--- src/rtl/xc_malu_divrem.sv ---
// Iterative 32-bit signed/unsigned divide/remainder, restoring algorithm, one bit per cycle.
// Fixed 33-cycle latency regardless of operands; flush or valid drop returns to IDLE.
module xc_malu_divrem (
  input  logic        clock,
  input  logic        resetn,
  input  logic [31:0] rs1,
  input  logic [31:0] rs2,
  input  logic        flush,
  input  logic        valid,
  input  logic        uop_div,
  input  logic        uop_divu,
  input  logic        uop_rem,
  input  logic        uop_remu,
  output logic [63:0] result,
  output logic        ready
);

  typedef enum logic [1:0] {IDLE, CALC, FIX, DONE} state_t;

  state_t      state, state_nxt;
  logic [4:0]  counter;
  logic [31:0] quot;
  logic [31:0] rem;
  logic [31:0] divisor;
  logic        neg_q;
  logic        neg_r;
  logic        is_rem;
  logic        div_zero;

  logic        any_uop;
  logic        start;
  logic        sel_signed;
  logic        sel_rem;
  logic [31:0] rs1_abs;
  logic [31:0] rs2_abs;
  logic [32:0] shifted;
  logic [33:0] diff;
  logic        no_borrow;

  // Priority div > divu > rem > remu resolved into a signedness and a rem/div select.
  assign any_uop    = uop_div | uop_divu | uop_rem | uop_remu;
  assign start      = valid & ~flush & any_uop;
  assign sel_signed = uop_div | (~uop_divu & uop_rem);
  assign sel_rem    = ~uop_div & ~uop_divu & (uop_rem | uop_remu);
  assign rs1_abs    = (sel_signed && rs1[31]) ? (32'd0 - rs1) : rs1;
  assign rs2_abs    = (sel_signed && rs2[31]) ? (32'd0 - rs2) : rs2;

  assign shifted    = {rem, quot[31]};
  assign diff       = {1'b0, shifted} - {2'b00, divisor};
  assign no_borrow  = ~diff[33];

  always_ff @(posedge clock) begin
    if (!resetn) begin
      state <= IDLE;
    end else begin
      state <= state_nxt;
    end
  end

  always_comb begin
    state_nxt = state;
    if (flush) begin
      state_nxt = IDLE;
    end else begin
      case (state)
        IDLE: if (start) state_nxt = CALC;
        CALC: begin
          if (!valid)               state_nxt = IDLE;
          else if (counter == 5'd31) state_nxt = FIX;
        end
        FIX:  state_nxt = valid ? DONE : IDLE;
        DONE: if (!valid) state_nxt = IDLE;
        default: state_nxt = IDLE;
      endcase
    end
  end

  always_comb begin
    ready = (state == DONE);
  end

  always_ff @(posedge clock) begin
    if (!resetn) begin
      counter  <= 5'd0;
      quot     <= 32'd0;
      rem      <= 32'd0;
      divisor  <= 32'd0;
      neg_q    <= 1'b0;
      neg_r    <= 1'b0;
      is_rem   <= 1'b0;
      div_zero <= 1'b0;
      result   <= 64'd0;
    end else begin
      case (state)
        IDLE: begin
          if (start) begin
            quot     <= rs1_abs;
            divisor  <= rs2_abs;
            rem      <= 32'd0;
            counter  <= 5'd0;
            neg_q    <= sel_signed & (rs1[31] ^ rs2[31]);
            neg_r    <= sel_signed & rs1[31];
            is_rem   <= sel_rem;
            div_zero <= (rs2 == 32'd0);
          end
        end
        CALC: begin
          // quot doubles as the dividend shift register; quotient bits enter at the LSB.
          rem     <= no_borrow ? diff[31:0] : shifted[31:0];
          quot    <= {quot[30:0], no_borrow};
          counter <= counter + 5'd1;
        end
        FIX: begin
          // A zero divisor leaves an all-ones unsigned quotient that must not be negated.
          if (valid && !flush) begin
            if (is_rem)
              result <= {32'd0, neg_r ? (32'd0 - rem) : rem};
            else
              result <= {32'd0, (neg_q && !div_zero) ? (32'd0 - quot) : quot};
          end
        end
        default: ;
      endcase
    end
  end

endmodule

--- config.mk ---
export PLATFORM = sky130hd
export DESIGN_NAME = xc_malu_divrem
export DESIGN_NICKNAME = d
export VERILOG_FILES = /design/src/rtl/xc_malu_divrem.sv
export SDC_FILE = /design/constraint.sdc
export NUM_CORES = 1
export LEC_CHECK = 0
export ABC_AREA = 0
export CELL_PAD_IN_SITES_DETAIL_PLACEMENT = 1
export CELL_PAD_IN_SITES_GLOBAL_PLACEMENT = 1
export CORE_ASPECT_RATIO = 0.9
export CORE_MARGIN = 2
export CORE_UTILIZATION = 25
export CTS_CLUSTER_DIAMETER = 80
export CTS_CLUSTER_SIZE = 10
export DETAILED_ROUTE_END_ITERATION = 10
export GPL_TIMING_DRIVEN = 0
export PLACE_DENSITY_LB_ADDON = 0.1
export SLEW_MARGIN = 25
export SYNTH_ARGS = -nofsm -noshare
export SYNTH_HDL_FRONTEND = slang
export SYNTH_SLANG_ARGS = --single-unit
export TNS_END_PERCENT = 50
--- constraint.sdc ---
create_clock -name clock -period 2.9 [get_ports clock]
set_clock_uncertainty 0.05 [all_clocks]
set_input_delay 0.725 -clock clock [delete_from_list [all_inputs] [get_ports clock]]
set_output_delay 0.725 -clock clock [all_outputs]
set_load 0.01 [all_outputs]
Yosys cells after proc, flatten, opt, wreduce, memory -nomap -nowiden
Index checks and enable logic that the tools add are counted.
- memory bits (read-only): 0
- logic and storage cells: 73
- bits in writable memories: 0
- bits in latches: 0
- output and inout bits: 65
- memories kept: 0
- bits in registers: 171
- bitwise logic cells: 18
- reductions and logical operators: 14
- divide/modulo/power cells: 0
- mux-type cells: 18
- shifts and indexed selects: 0
- $mul: 0
- equal/unequal tests: 7
- order comparisons: 0
- $add $sub $neg: 6
- operators by type and width (cell ; count):
    2-to-1 mux 32 bit ; 8
    one-hot mux 32 bit (2 select lines) ; 2
    subtractor 1 x 32 -> 32 bit (first input constant) ; 4
    subtractor 33 x 32 -> 34 bit ; 1
    zero test 32 bit ; 1
    2-to-1 mux 2 bit ; 5
    one-hot mux 5 bit (2 select lines) ; 1
    one-hot mux 2 bit (4 select lines) ; 1
    AND 1 bit ; 7
    AND reduction 2 bit ; 3
    adder 5 x 1 -> 5 bit (second input constant) ; 1
    equality test 5 bit (second input constant) ; 1
    2-to-1 mux 5 bit ; 1
    NOT 1 bit ; 5
    OR 1 bit ; 5
    equality test 2 bit (second input constant) ; 2
    logical AND 1 bit ; 4
    inequality test 2 bit (second input constant) ; 2
    inequality test 3 bit (second input constant) ; 1
    AND reduction 3 bit ; 1
    equality test 2 x 1 -> 1 bit (second input constant) ; 1
    zero test 1 bit ; 2
    zero test 2 bit ; 1
    nonzero test 2 bit ; 1
    other kinds (2) ; 2

Depth between registers and ports, before layout
- word-level depth: 7
- mapped depth: 13

Least setup slack after synthesis
No wires, ideal clock.
- kind: input -> register
- start: input port rs2[0]
- end: register divisor[29]
- library setup time: 116 ps
- cell stages on the path: 8
- arrival time: 2552 ps
- required time: 2734 ps
- buffers on the path: 0
- setup slack: 181 ps
- cell sequence: or4_1 > or3_4 > nor2_4 > nand3b_1 > o41ai_2 > xor2_1 > nand2_1 > o211a_1
- cells in the longest elaborated chain, start to end: 2
- ends and longest elaborated chain (what ; RTL line ; text):
    start: declaration ; 7 ; input logic [31:0] rs2,
    subtractor 1 x 32 -> 32 bit ; 46 ; assign rs2_abs = (sel_signed && rs2[31]) ? (32'd0 - rs2) : rs2;
    2-to-1 mux 32 bit ; 46 ;
    end signal: assignment ; 98 ; divisor <= rs2_abs;
    end: declaration ; 24 ; logic [31:0] divisor;
No other way between the ends.
A chain may end at the register's enable or synchronous reset.

Worst setup path after layout
- start: input port rs2[1]
- end: register divisor[29]
The elaborated chain is that of the path after synthesis.

==> results by group <==
Timing
  • Fin crit share: 0.9919
  • RSZ-0062 raised after global routing: true
  • Slew margin rel.: 0.4657
  • Min Clock Period, post-route: 2877 ps
  • TNS Setup: 0 ps
  • Final Hold Fails: 0
  • Slew at the pin with the worst max-slew slack: 801.4 ps
  • Min setup slack post-route: 23.47 ps
  • Pins Over Slew Limit: 0
  • Fmax: 0.3476 GHz
  • Count of final setup violators: 0

Synthesis
  • Largest area contributor in the netlist: dfxtp_1
  • Gate Count Post-Synth: 1376
  • Predominant post-synthesis flop cell: dfxtp_1
  • Async SR Flop Fraction: 0
  • Netlist cell types: 76
  • Number of synthesized flops with an enable pin: 0
  • Syn_area_per_cell: 7.588 um^2
  • Syn Std Cell Area: 10440 um^2
  • Synth Register Bits: approximately 140
  • Seq/Total Area, Yosys: 0.2665
  • Ranking of synthesized cells by area: dfxtp_1, nand2_1, xnor2_1, xor2_1, a21oi_1
  • Post-synth top area share: 0.2665
  • Syn. warnings: 0

Global routing
  • Met3 Usage GRT: 0.02719
  • Met1 Track Usage GR: 0.3054
  • First-pass GRT wire length: 65.88 mm
  • Initial antenna violation count: 0
  • Layer with the highest usage: met1
  • Met2 global-route usage: 0.3003
  • Largest net degree at the start of global routing: 17
  • Tot GR Track Use: 0.2016
  • Total grt overflow: 0
  • Number of global-route vias before repair: roughly 11000

Cells and area
  • Finished Cell Area: 13480 um^2
  • Share of post-route cells with drive strength above 1: 0.1293
  • Area grow syn2layout: 29.08%
  • Nets@finish: 1654
  • Diode count: 0
  • Final core utilization: 0.3249
  • Fin cells: about 2100

Worst setup path
  • Cell Chain, Critical Path: clkdlybuf4s50_1 > or4_4 > or3_4 > nor2_4 > nand3b_1 > o41ai_2 > xor2_1 > nand2_1 > o211a_1
  • CP required: about 3200 ps
  • Crit. End Element: register
  • Crit path launch type: input pin
  • Slowest-stage cell, CP: or4_4
  • Max Fanout on Critical Path: 5
  • CP bufs+invs: 1
  • Delay-heaviest family, CP: simple AND/OR/NAND/NOR gates
  • Data arrival, critical path: 3160 ps
  • Crit Path Category: in -> reg
  • Max incr delay on CP: 560 ps

Die
  • Die Wd: about 220 um
  • # IOs: 137
  • Chip Height: 197.9 um
  • Site row count: 71
  • Core box area: 41490 um^2
  • Die ar.: 43420 um^2
  • Starting Density: 0.2517

Run status
  • Outcome: completed

Placement
  • GP Congestion: 0.8422
  • Placed inst area: 12280 um^2
  • Dpl ws: -938.3 ps
  • IO Port Bufs: between 100 and 150
  • Cells after DPL: around 2100
  • HPWL Detailed: 35.25 mm

Pwr
  • PwrDens: 428.1 nW/um^2
  • Leak: between 5 and 6 nW
  • Max VDD drop: 0.3564 mV

Clocking
  • CTS max path bufs: 2
  • Clk pin slew, worst setup/hold paths: 60 ps
  • Hold buffers post-CTS: 0
  • Clk sinks: 139
  • TritonCTS Buffers: 17
  • Later-pin clock latency in the skew report: approximately 450 ps
  • CTS tree: done
  • Max H-tree Level: 4
  • Root Driver: clkbuf_16

Worst hold path
  • Hold/Removal Path Class: reg -> reg

Route
  • DR vias/cell: 5.192
  • Routed Antenna Nets: 0
  • Detailed Routing Iterations Pass 1: 5
  • Post-Route WL: roughly 44 mm
  • DRC Markers: 0
  • DR WL/cell: 20.85 um
  • Iteration-0 DRC count of the detailed router: 619
  • Total number of vias: 10910

Run
  • MaxCap Viol Count: 0
==> cells in the final DEF (no fill, tap or decap), types with 23 or more instances in the layout <==
master           instances
nand2_1                169
dfxtp_1                121
clkdlybuf4s50_1        102
a21oi_1                101
nor2_1                  86
o21ai_0                 68
xnor2_1                 65
xor2_1                  64
clkbuf_1                52
inv_1                   51
o211ai_1                48
buf_4                   45
nand3_1                 43
conb_1                  32
ha_1                    27
o31ai_1                 26
o211a_1                 24
a22oi_1                 23
==> per-layer routing <==
metal,routed length [um],vias up
li1,-,5283
met1,23010,5415
met2,19030,193
met3,1385,22
met4,397,0
met5,0,-
==> what timing repair did <==
action                     4_1_cts  5_1_grt
gates cloned                     1        1
pin swaps                       10       26
setup buffers                    8        6
setup endpoints to repair       89       91
gates resized for setup         57       74
==> cells in the mapped netlist (all sizes together), types with 25 or more instances <==
library cell	count
nor3	30
dfxtp	139
o211a	25
xnor2	65
buf	55
nand2	172
o21ai	76
a21oi	107
ha	38
nor2	90
inv	54
o31ai	30
xor2	64
o211ai	48
clkbuf	57
nand3	47
==> path summary, 6_finish.rpt <==
kind / cells past startpoint / endpoint / startpoint / slack, ps
worst max-delay path: 9 / divisor[29] / rs2[1] / 20
worst min-delay path: 2 / result[2] / result[2] / 410
worst max register to register: 12 / rem[29] / divisor[6] / 100
worst min register to register: 2 / result[2] / result[2] / 410
==> metrics by stage <==
| step | hold WS [ps] | total power (W) |
|---|---|---|
| 2_1_floorplan | 390.0 | 0.002872 |
| 3_3_place_gp | 403.9 | 0.003345 |
| 3_5_place_dp | 407.7 | 0.003353 |
| 4_1_cts | 417.2 | 0.005755 |
| 5_1_grt | 427.5 | 0.006038 |
| 6_report | 410.9 | 0.005770 |
==> kinds of logic (layout without fill, tap and decap cells) <==
| logic type | after synthesis | after routing | synth area share |
|---|---|---|---|
| adders and majority gates | 39 | 39 | 0.04745 |
| muxes | 4 | 4 | 0.003955 |
| AOI/OAI and AO/OA | 433 | 433 | 0.2839 |
| DFF | 139 | 139 | 0.2665 |
| buffers and inverters | 166 | 314 | 0.07585 |
| other | 1 | 32 | 0.0003592 |
| xor gates and xnor gates | 129 | 129 | 0.1082 |
| and+or+nand+nor | 465 | 465 | 0.2138 |
==> state kept, by name, summed over array words and instances, names as in the netlist <==
name / count
is_rem: 1
result: 32
counter: 5
quot: 32
state: 2
rem: 32
divisor: 32
neg_q: 1
div_zero: 1
neg_r: 1
==> report_power, final <==
group / switching (W) / total, W / internal (W)
logic: 0.000822 / 0.00137 / 0.000548
clock network: 0.000937 / 0.00235 / 0.00142
registers: 0.0000766 / 0.00205 / 0.00197
==> worst register-to-register path: stages, from the launching register on <==
cell	delay [ps]
dfxtp_1	330
inv_1	120
ha_1	380
a21oi_1	280
o21bai_2	120
nor3_2	230
o21ai_4	140
a21o_1	270
a21bo_1	220
buf_6	150
buf_12	150
a21oi_1	150
o31ai_1	80
==> cell type report <==
cell class	instances	area (um^2)
clock buffers	21	470.5
clock inverters	10	140.1
flip-flops and latches	139	2813
plain buffers	109	619.3
well taps	547	684.4
inverters	54	205.2
repair buffers	120	1179
multi-input cells	1102	7367
fillers	5034	28010
No activity file was read; power rests on OpenSTA's default activity.
